<file path="src/rtl/conware_pump_pkg.sv">
// Shared types and constants for the Conway life stream pump.
// The state encoding and default pixel colours live here so the pump and decoder agree on them.
package conware_pump_pkg;

  typedef enum logic [1:0] {
    IDLE = 2'd0,
    SEND = 2'd1,
    RECV = 2'd2,
    DONE = 2'd3
  } state_t;

  localparam logic [31:0] DEF_ALIVE_COLOR = 32'hFFFF_FFFF;
  localparam logic [31:0] DEF_DEAD_COLOR  = 32'h0000_0000;

  // Index width for a board of a given size; a one-cell board still needs one bit.
  function automatic int idx_width(input int cells);
    return (cells > 1) ? $clog2(cells) : 1;
  endfunction

endpackage

</file>
<file path="src/rtl/conware_pump_frame_decoder.sv">
// Receive side of the pump: counts incoming pixels, decodes them into the next board
// and flags framing and bad-pixel errors as single-cycle pulses.
module frame_decoder
  import conware_pump_pkg::*;
#(
  parameter int                DWIDTH      = 32,
  parameter int                WIDTH       = 8,
  parameter logic [DWIDTH-1:0] ALIVE_COLOR = DEF_ALIVE_COLOR,
  parameter logic [DWIDTH-1:0] DEAD_COLOR  = DEF_DEAD_COLOR
) (
  input  logic              clk,
  input  logic              rst_n,
  input  logic              active,
  input  logic              valid,
  input  logic [DWIDTH-1:0] data,
  input  logic              last,
  output logic              frame_end,
  output logic [WIDTH-1:0]  next_board,
  output logic              framing_err,
  output logic              pixel_err
);

  localparam int               IDX_W    = idx_width(WIDTH);
  localparam logic [IDX_W-1:0] LAST_IDX = IDX_W'(WIDTH - 1);

  logic [IDX_W-1:0] idx;
  logic [WIDTH-1:0] acc;
  logic             accept;
  logic             at_last;
  logic             alive;

  assign accept  = active && valid;
  assign at_last = (idx == LAST_IDX);
  assign alive   = (data == ALIVE_COLOR);

  // NOTE: every signal driven here gets a default first, so no path leaves it unassigned and no latch is inferred.
  always_comb begin
    next_board      = acc;
    next_board[idx] = alive;
    frame_end       = accept && (last || at_last);
    framing_err     = accept && (last ? !at_last : at_last);
    pixel_err       = accept && !alive && (data != DEAD_COLOR);
  end

  // NOTE: acc is cleared on reset and at every frame end because cells above the
  // current index rely on being zero; that is what kills them on an early TLAST.
  always_ff @(posedge clk) begin
    if (!rst_n) begin
      idx <= '0;
      acc <= '0;
    end else if (frame_end) begin
      idx <= '0;
      acc <= '0;
    end else if (accept) begin
      idx <= idx + IDX_W'(1);
      acc <= next_board;
    end
  end

endmodule

</file>
<file path="src/rtl/conware_pump.sv">
// Streams the current life board out as pixels, takes the next generation back in,
// and repeats for a requested number of generations.
module conware_pump
  import conware_pump_pkg::*;
#(
  parameter int                DWIDTH      = 32,
  parameter int                WIDTH       = 8,
  parameter logic [DWIDTH-1:0] ALIVE_COLOR = DEF_ALIVE_COLOR,
  parameter logic [DWIDTH-1:0] DEAD_COLOR  = DEF_DEAD_COLOR
) (
  input  logic              ACLK,
  input  logic              ARESETN,
  input  logic [WIDTH-1:0]  seed,
  input  logic              seed_load,
  input  logic              start,
  input  logic [15:0]       num_gens,
  output logic              M_AXIS_TVALID,
  input  logic              M_AXIS_TREADY,
  output logic [DWIDTH-1:0] M_AXIS_TDATA,
  output logic              M_AXIS_TLAST,
  input  logic              S_AXIS_TVALID,
  output logic              S_AXIS_TREADY,
  input  logic [DWIDTH-1:0] S_AXIS_TDATA,
  input  logic              S_AXIS_TLAST,
  input  logic [3:0]        S_AXIS_TKEEP,
  input  logic [3:0]        S_AXIS_TSTRB,
  output logic [WIDTH-1:0]  board,
  output logic [15:0]       gen_count,
  output logic              busy,
  output logic              done,
  output logic [1:0]        err
);

  localparam int               IDX_W    = idx_width(WIDTH);
  localparam logic [IDX_W-1:0] LAST_IDX = IDX_W'(WIDTH - 1);

  state_t           state;
  state_t           state_next;
  logic [IDX_W-1:0] send_idx;
  logic [15:0]      gens_target;
  logic             send_hs;
  logic             ctrl_open;
  logic             frame_end;
  logic             framing_err;
  logic             pixel_err;
  logic [WIDTH-1:0] next_board;
  logic             unused_sideband;

  // Byte qualifiers carry no meaning for whole-pixel words.
  assign unused_sideband = ^{S_AXIS_TKEEP, S_AXIS_TSTRB};

  assign ctrl_open     = (state == IDLE) || (state == DONE);
  assign M_AXIS_TVALID = (state == SEND);
  assign M_AXIS_TLAST  = (state == SEND) && (send_idx == LAST_IDX);
  assign M_AXIS_TDATA  = (state != SEND) ? '0 : (board[send_idx] ? ALIVE_COLOR : DEAD_COLOR);
  assign S_AXIS_TREADY = (state == RECV);
  assign send_hs       = M_AXIS_TVALID && M_AXIS_TREADY;
  assign busy          = (state == SEND) || (state == RECV);
  assign done          = (state == DONE);

  frame_decoder #(
    .DWIDTH      (DWIDTH),
    .WIDTH       (WIDTH),
    .ALIVE_COLOR (ALIVE_COLOR),
    .DEAD_COLOR  (DEAD_COLOR)
  ) u_decoder (
    .clk         (ACLK),
    .rst_n       (ARESETN),
    .active      (S_AXIS_TREADY),
    .valid       (S_AXIS_TVALID),
    .data        (S_AXIS_TDATA),
    .last        (S_AXIS_TLAST),
    .frame_end   (frame_end),
    .next_board  (next_board),
    .framing_err (framing_err),
    .pixel_err   (pixel_err)
  );

  // NOTE: state and datapath registers use non-blocking assignments so every flop samples pre-edge values.
  always_ff @(posedge ACLK) begin
    if (!ARESETN) state <= IDLE;
    else          state <= state_next;
  end

  // A seed_load drops back to IDLE so done clears; start with zero generations finishes at once.
  always_comb begin
    state_next = state;
    case (state)
      IDLE, DONE: begin
        if (seed_load)  state_next = IDLE;
        else if (start) state_next = (num_gens != 16'd0) ? SEND : DONE;
      end
      SEND: if (send_hs && send_idx == LAST_IDX) state_next = RECV;
      RECV: if (frame_end) state_next = (gen_count + 16'd1 < gens_target) ? SEND : DONE;
      default: state_next = IDLE;
    endcase
  end

  always_ff @(posedge ACLK) begin
    if (!ARESETN) begin
      board       <= '0;
      gen_count   <= '0;
      err         <= '0;
      gens_target <= '0;
      send_idx    <= '0;
    end else begin
      if (ctrl_open && seed_load) begin
        board     <= seed;
        gen_count <= '0;
        err       <= '0;
      end else if (ctrl_open && start) begin
        gens_target <= num_gens;
        gen_count   <= '0;
        err         <= '0;
        send_idx    <= '0;
      end
      if (send_hs) send_idx <= (send_idx == LAST_IDX) ? '0 : send_idx + IDX_W'(1);
      if (state == RECV) begin
        err <= err | {pixel_err, framing_err};
        if (frame_end) begin
          board     <= next_board;
          gen_count <= gen_count + 16'd1;
        end
      end
    end
  end

endmodule

</file>
<file path="config.mk">
export PLATFORM = sky130hd
export DESIGN_NAME = conware_pump
export DESIGN_NICKNAME = d
export VERILOG_FILES = /design/src/rtl/conware_pump_pkg.sv /design/src/rtl/conware_pump_frame_decoder.sv /design/src/rtl/conware_pump.sv
export SDC_FILE = /design/constraint.sdc
export NUM_CORES = 1
export LEC_CHECK = 0
export CAP_MARGIN = 25
export CELL_PAD_IN_SITES_DETAIL_PLACEMENT = 1
export CELL_PAD_IN_SITES_GLOBAL_PLACEMENT = 1
export CORE_MARGIN = 3
export CORE_UTILIZATION = 30
export CTS_BUF_LIST = sky130_fd_sc_hd__clkbuf_4 sky130_fd_sc_hd__clkbuf_8 sky130_fd_sc_hd__clkbuf_16
export DETAILED_ROUTE_END_ITERATION = 7
export PLACE_DENSITY_LB_ADDON = 0.1
export REMOVE_ABC_BUFFERS = 1
export SLEW_MARGIN = 20
export SYNTH_ARGS = -nofsm -noshare
export SYNTH_HDL_FRONTEND = slang
export SYNTH_SLANG_ARGS = --single-unit
</file>
<file path="constraint.sdc">
create_clock -name ACLK -period 2.68 [get_ports ACLK]
set_input_delay 0.536 -clock ACLK [delete_from_list [all_inputs] [get_ports ACLK]]
set_output_delay 0.536 -clock ACLK [all_outputs]
set_load 0.03 [all_outputs]
</file>
==> reports/summary.txt, run 1 <==
crit-path max cell delay: 710 ps
die area: 0.0141 sq mm
Internal: 0.00230 W
DRT antenna net count: 0
Seq. cell area: 0.00117 sq mm
fmax: 0.395 GHz
Clock Path Buffers: 2
most common cell in the netlist: nand2_1
largest net degree at the start of global routing: 23
Worst Setup Slack, final: 146 ps
Fill cells: 1490
DP Worst Slack: -10.7 ps
drc violations: 0
HPWL Detailed: 9620 um
cells along the critical path: inv_1 > ha_1 > inv_1 > clkdlybuf4s50_1
Worst path most repeated cell: inv_1
Final Net Count: 678
Syn-to-layout area delta: 46.0%
Clk Latency, worst-skew pair: 330 ps
WP data arrival: 2000 ps
CP Capture Type: output pin
clk slew on worst S/H paths: 50 ps
Synth warnings: 0
PD cells: 641 mW/mm^2
Post-Syn Area: 0.00381 sq mm
Seq pwr share: 0.281
CTS tree: built
Cell Rows: 40
final hold violation count: 0
worst hold slack: 461 ps
Required @ worst endpoint: 2140 ps
predominant post-synthesis flop cell: dfxtp_1
Slew Limit Headroom: 0.590
total CTS buffers: 9
final setup fails: 0
Routed WL: 12200 um
GP Congestion: 0.792
Clock Tree Root: clkbuf_16
cts hold-fix bufs: 0
Buf/Inv on CP: 3
P_sw: 0.00127 W
Setup CP Type: reg -> out
final core utilization: 0.456
status: completed
antenna violations before repair: 0
Final period util: 0.946
Avg Inst Size Synth: 8.32 sq um
first-pass GRT wire length: 19900 um
Buffers on Ports: 125
global-route usage over all layers: 0.175
leading cell types by count after synthesis: nand2_1, dfxtp_1, buf_4
Layout Cells excl Fill: 756
drt wl/cell: 16.2 um
overflow left after global routing: 0
Combinational Power Share: 0.362
delay-heaviest family, CP: buffers and inverters
Die Y: 119 um
Post-synth EDFFs: 0
worst min path class: reg -> reg
CORE AREA: 0.0122 sq mm
MaxCap Viol Count: 0
Vias: 3796
slowest stage cell, crit path: clkdlybuf4s50_1
Synth area leaders: dfxtp_1, ha_1, mux2i_1, buf_4, nand2_1
htree depth: 3
P_leak: 2.30 nW
layout cells sized above 1: 0.180
FF+latch count, synth: 58
Clock Skews: 6.06 ps
initial core utilization: 0.312
Pins Over Slew Limit: 0
Multi-input gate area: 0.00231 sq mm
placed cells: 739
Iteration-0 DRC Markers: 157
vias in the first global route: 4116
Synth Instances: 458
Least-Margin Pin Slew: 600 ps
Async SR Flop Fraction: 0
drt pass-1 iters: 4
Sink Count: 58
Chip Width: 119 um
crit path time final: 2530 ps
number of I/O pins: 134
critical path launch point type: register
Yosys top cell area share: 0.305
RSZ-0062 raised after global routing: yes
switch share: 0.356
Netlist cell types: 52
maximum fanout along the worst path: 6
sequential fraction of the synthesis area: 0.305
via-per-instance ratio: 5.02
Clock power frac: 0.357
ANT cells: 0
total negative slack: 0 ps
Peak VDD IR: 0.000272 V
cell taking the most area after synthesis: dfxtp_1
## final cells by class
| type | instances | share of cell area |
|---|---|---|
| clock buffer | 9 | 0.0404 |
| sequential | 58 | 0.211 |
| inverter | 22 | 0.0148 |
| timing repair buffer | 162 | 0.262 |
| clock inverter | 7 | 0.0184 |
| multi-input combinational | 330 | 0.415 |
| tap | 168 | 0.0378 |
## layer usage
| metal | vias to the layer above | track usage | part of all wire |
|---|---|---|---|
| met2 | 122 | 0.320 | 0.50 |
| met1 | 1800 | 0.188 | 0.40 |
| met5 | - | 0 | 0 |
| met3 | 14 | 0.0675 | 0.077 |
| li1 | 1860 | - | - |
| met4 | 0 | 0.0471 | 0.013 |
## registers in the layout, summed over array words and instances, names as in the netlist
| register | count |
|---|---|
| u_decoder.acc | 8 |
| board | 8 |
| u_decoder.idx | 3 |
| gens_target | 16 |
| send_idx | 3 |
| gen_count | 16 |
| state | 2 |
| err | 2 |
## placed cells by master, fill, tap and decap left out, drive strengths merged, types with 2 or more instances in the layout
cell type / count
nand2b: 3
nand3: 15
xnor2: 8
nor3: 10
o21a: 4
and3: 6
dfxtp: 58
ha: 24
a22oi: 2
o31ai: 6
mux4: 2
or4: 2
clkbuf: 9
nor2b: 10
o221ai: 2
o21ai: 22
buf: 59
nor4: 17
mux2i: 24
dlygate4sd2: 10
and2: 5
o22ai: 8
a31oi: 6
xor2: 7
nand4: 14
nand3b: 4
nor2: 25
inv: 23
clkdlybuf4s50: 93
bufinv: 2
a21oi: 11
clkinv: 3
a21boi: 23
nand2: 61
## metrics by stage
| step | power (W) | area, sq um |
|---|---|---|
| after floorplan | 0.00173 | 3500 |
| after CTS | 0.00360 | 5500 |
| final | 0.00357 | 5570 |
| after detailed placement | 0.00232 | 5170 |
| after global placement | 0.00229 | 5170 |
| after global routing | 0.00377 | 5570 |
## kinds of logic after synthesis
family,Yosys count,share of synthesized area
compound gates,90,0.155
xor+xnor,15,0.0345
fa+ha+maj,24,0.0788
buf+inv,70,0.104
flops,58,0.305
mux,26,0.0748
simple gates,175,0.249
## tightest hold or removal path, delay by kind of cell (launching register included)
kind | cells | cell delay [ps]
flip-flops | 1 | 300
AND/OR/NAND/NOR | 1 | 50
AO/OA/AOI/OAI | 1 | 60
## final timing paths
path | to | slack [ps] | from | cells after the start
setup / recovery | busy | 150 | state[0]$_SDFFE_PN0P_ | 4
setup reg to reg | state[1]$_SDFFE_PN0P_ | 170 | gen_count[1]$_SDFF_PN0_ | 11
hold / removal | gens_target[10]$_SDFFE_PN0P_ | 460 | gens_target[10]$_SDFFE_PN0P_ | 2
hold reg to reg | gens_target[10]$_SDFFE_PN0P_ | 460 | gens_target[10]$_SDFFE_PN0P_ | 2
## power by group through the flow
stage	combinational [W]	clock (W)	sequential (W)
final	0.00129	0.00127	0.00100
after global routing	0.00141	0.00134	0.00102
after CTS	0.00129	0.00130	0.00101
after detailed placement	0.00129	0	0.00102
after global placement	0.00127	0	0.00102
after floorplan	0.000663	0	0.00107
## what timing repair did
item / in CTS / in global routing
pin swaps: 0 / 6
resized for setup: 13 / 16
setup buffers: 0 / 1
setup endpoints to repair: 33 / 34
gates cloned: 0 / 0
(Power assumes the default switching activity.)
==> inputs of run 2 (changes only) <==
Settings changed: CORE_UTILIZATION 30 to 33.
Clock period 2.68 ns to 2.9 ns, I/O delays scaled along.
==> reports/summary.txt, run 2 (synthesized netlist as in run 1, its figures left out) <==
status: completed
clk slew on worst S/H paths: 50 ps
Syn-to-layout area delta: 41.5%
Buffers on Ports: 125
CORE AREA: 0.0111 sq mm
Final Net Count: 664
drc violations: 0
critical path launch point type: register
layout cells sized above 1: 0.167
DP Worst Slack: 74.3 ps
Iteration-0 DRC Markers: 141
CTS tree: built
DRT antenna net count: 0
Clock Tree Root: clkbuf_16
MaxCap Viol Count: 0
Cell Rows: 38
PD cells: 607 mW/mm^2
WP data arrival: 2900 ps
Clock Skews: 7.04 ps
Pins Over Slew Limit: 0
most frequent cells in the layout: clkdlybuf4s50_1, nand2_1, dfxtp_1, buf_4, mux2i_1
Layout Cells excl Fill: 714
Clock Path Buffers: 2
antenna violations before repair: 0
Worst Setup SP: gen_count[1]$_SDFF_PN0_
Clk Latency, worst-skew pair: 330 ps
CP Capture Type: register
Sink Count: 58
drt wl/cell: 16.5 um
RSZ-0062 raised after global routing: no
biggest regs: gen_count (16), gens_target (16)
HPWL Detailed: 9130 um
drt pass-1 iters: 4
first-pass GRT wire length: 19500 um
met1 wire length: 4980 um
P_leak: 2.18 nW
final hold violation count: 0
commonest non-fill, non-tap cell in the layout: clkdlybuf4s50_1
Seq pwr share: 0.284
Least-Margin Pin Slew: 880 ps
overflow left after global routing: 0
vias in the first global route: 3964
worst reg-to-reg path cell count: 11
Peak VDD IR: 0.000352 V
GP Congestion: 0.815
Fill cells: 1318
Clock power frac: 0.355
switch share: 0.349
initial core utilization: 0.344
Required @ worst endpoint: 3110 ps
largest net degree at the start of global routing: 33
r2r startpoint: gen_count[1]$_SDFF_PN0_
Combinational Power Share: 0.361
Final period util: 0.926
total negative slack: 0 ps
fmax: 0.373 GHz
global-route usage over all layers: 0.189
crit path time final: 2680 ps
htree depth: 3
total CTS buffers: 9
Routed WL: 11800 um
P_sw: 0.00114 W
Die Y: 113 um
top routing layer used: met4
Internal: 0.00213 W
met2 wire length: 6050 um
ANT cells: 0
via-per-instance ratio: 5.21
worst min path class: reg -> reg
Slew Limit Headroom: 0.398
die area: 0.0129 sq mm
maximum fanout along the worst path: 5
final setup fails: 0
number of I/O pins: 134
Worst Setup Slack, final: 216 ps
hold path start: gens_target[1]$_SDFFE_PN0P_
WL met3: 661 um
Cells on Worst Hold Path: 2
Chip Width: 113 um
placed cells: 697
Vias: 3722
Setup CP Type: reg -> reg
==> run 2: cell count changes in the layout (fill, tap and decap cells not counted), moves of 2 or more <==
cell,previous run,this run
buf_4,59,55
xnor2_1,4,7
dlygate4sd2_1,10,0
dfxtp_4,2,0
dfxtp_1,52,55
clkinv_4,3,0
xnor2_2,4,1
clkinv_2,0,2
==> run 2: layer usage <==
layer,vias to the layer above,global-route usage
li1,1825,-
met1,1776,0.226
met2,113,0.340
met3,8,0.0456
met4,0,0.0425
met5,-,0
==> run 2: power by group through the flow <==
stage          Clock [W]  Sequential (W)  Combinational [W]
4_1_cts          0.00119        0.000930            0.00116
2_1_floorplan          0        0.000988           0.000613
6_report         0.00116        0.000930            0.00118
5_1_grt          0.00123        0.000941            0.00129
3_5_place_dp           0        0.000946            0.00115
3_3_place_gp           0        0.000943            0.00112
==> run 2: layout make-up <==
class / instances / area, sq um / share of cell area
multi-input combinational: 330 / 2300 / 0.427
tap: 140 / 175 / 0.0325
timing repair buffer: 148 / 1340 / 0.249
inverter: 22 / 82.6 / 0.0153
clock buffer: 11 / 246 / 0.0457
clock inverter: 5 / 77.6 / 0.0144
sequential: 58 / 1160 / 0.216
==> run 2: critical path, stage by stage (launching register included) <==
cell     delay, ps
dfxtp_2        370
ha_2           230
nand3_2        120
nor3_4         340
nand3_2        160
xnor2_2        200
ha_1           280
and3_1         190
nand4_1        170
o21ai_0        160
nor4b_2        290
nor2_1          70
==> run 2: what timing repair did <==
item,4_1_cts,5_1_grt
hold buffers,0,0
pin swaps,0,2
resized for setup,1,10
setup endpoints to repair,32,1
setup buffers,0,1
==> run 2: path summary, 6_finish.rpt <==
kind	to	slack (ps)
worst max-delay path	state[1]$_SDFFE_PN0P_	220
worst min-delay path	gens_target[1]$_SDFFE_PN0P_	460
worst max register to register	state[1]$_SDFFE_PN0P_	220
worst min register to register	gens_target[1]$_SDFFE_PN0P_	460
==> run 2: stage by stage <==
step | area [sq um] | power [W] | util | hold WS, ps
2_1_floorplan | 3500 | 0.00160 | - | 443
3_3_place_gp | 5010 | 0.00206 | 0.452 | 451
3_5_place_dp | 5010 | 0.00209 | 0.452 | 458
4_1_cts | 5340 | 0.00327 | 0.482 | 465
5_1_grt | 5390 | 0.00345 | 0.487 | 490
6_report | 5390 | 0.00327 | 0.487 | 461
==> inputs of run 3 (changes only) <==
Settings changed: HOLD_SLACK_MARGIN set to 0.15.
==> results of run 3 <==
The final DEF is identical to that of run 2; final timing and power are the same.
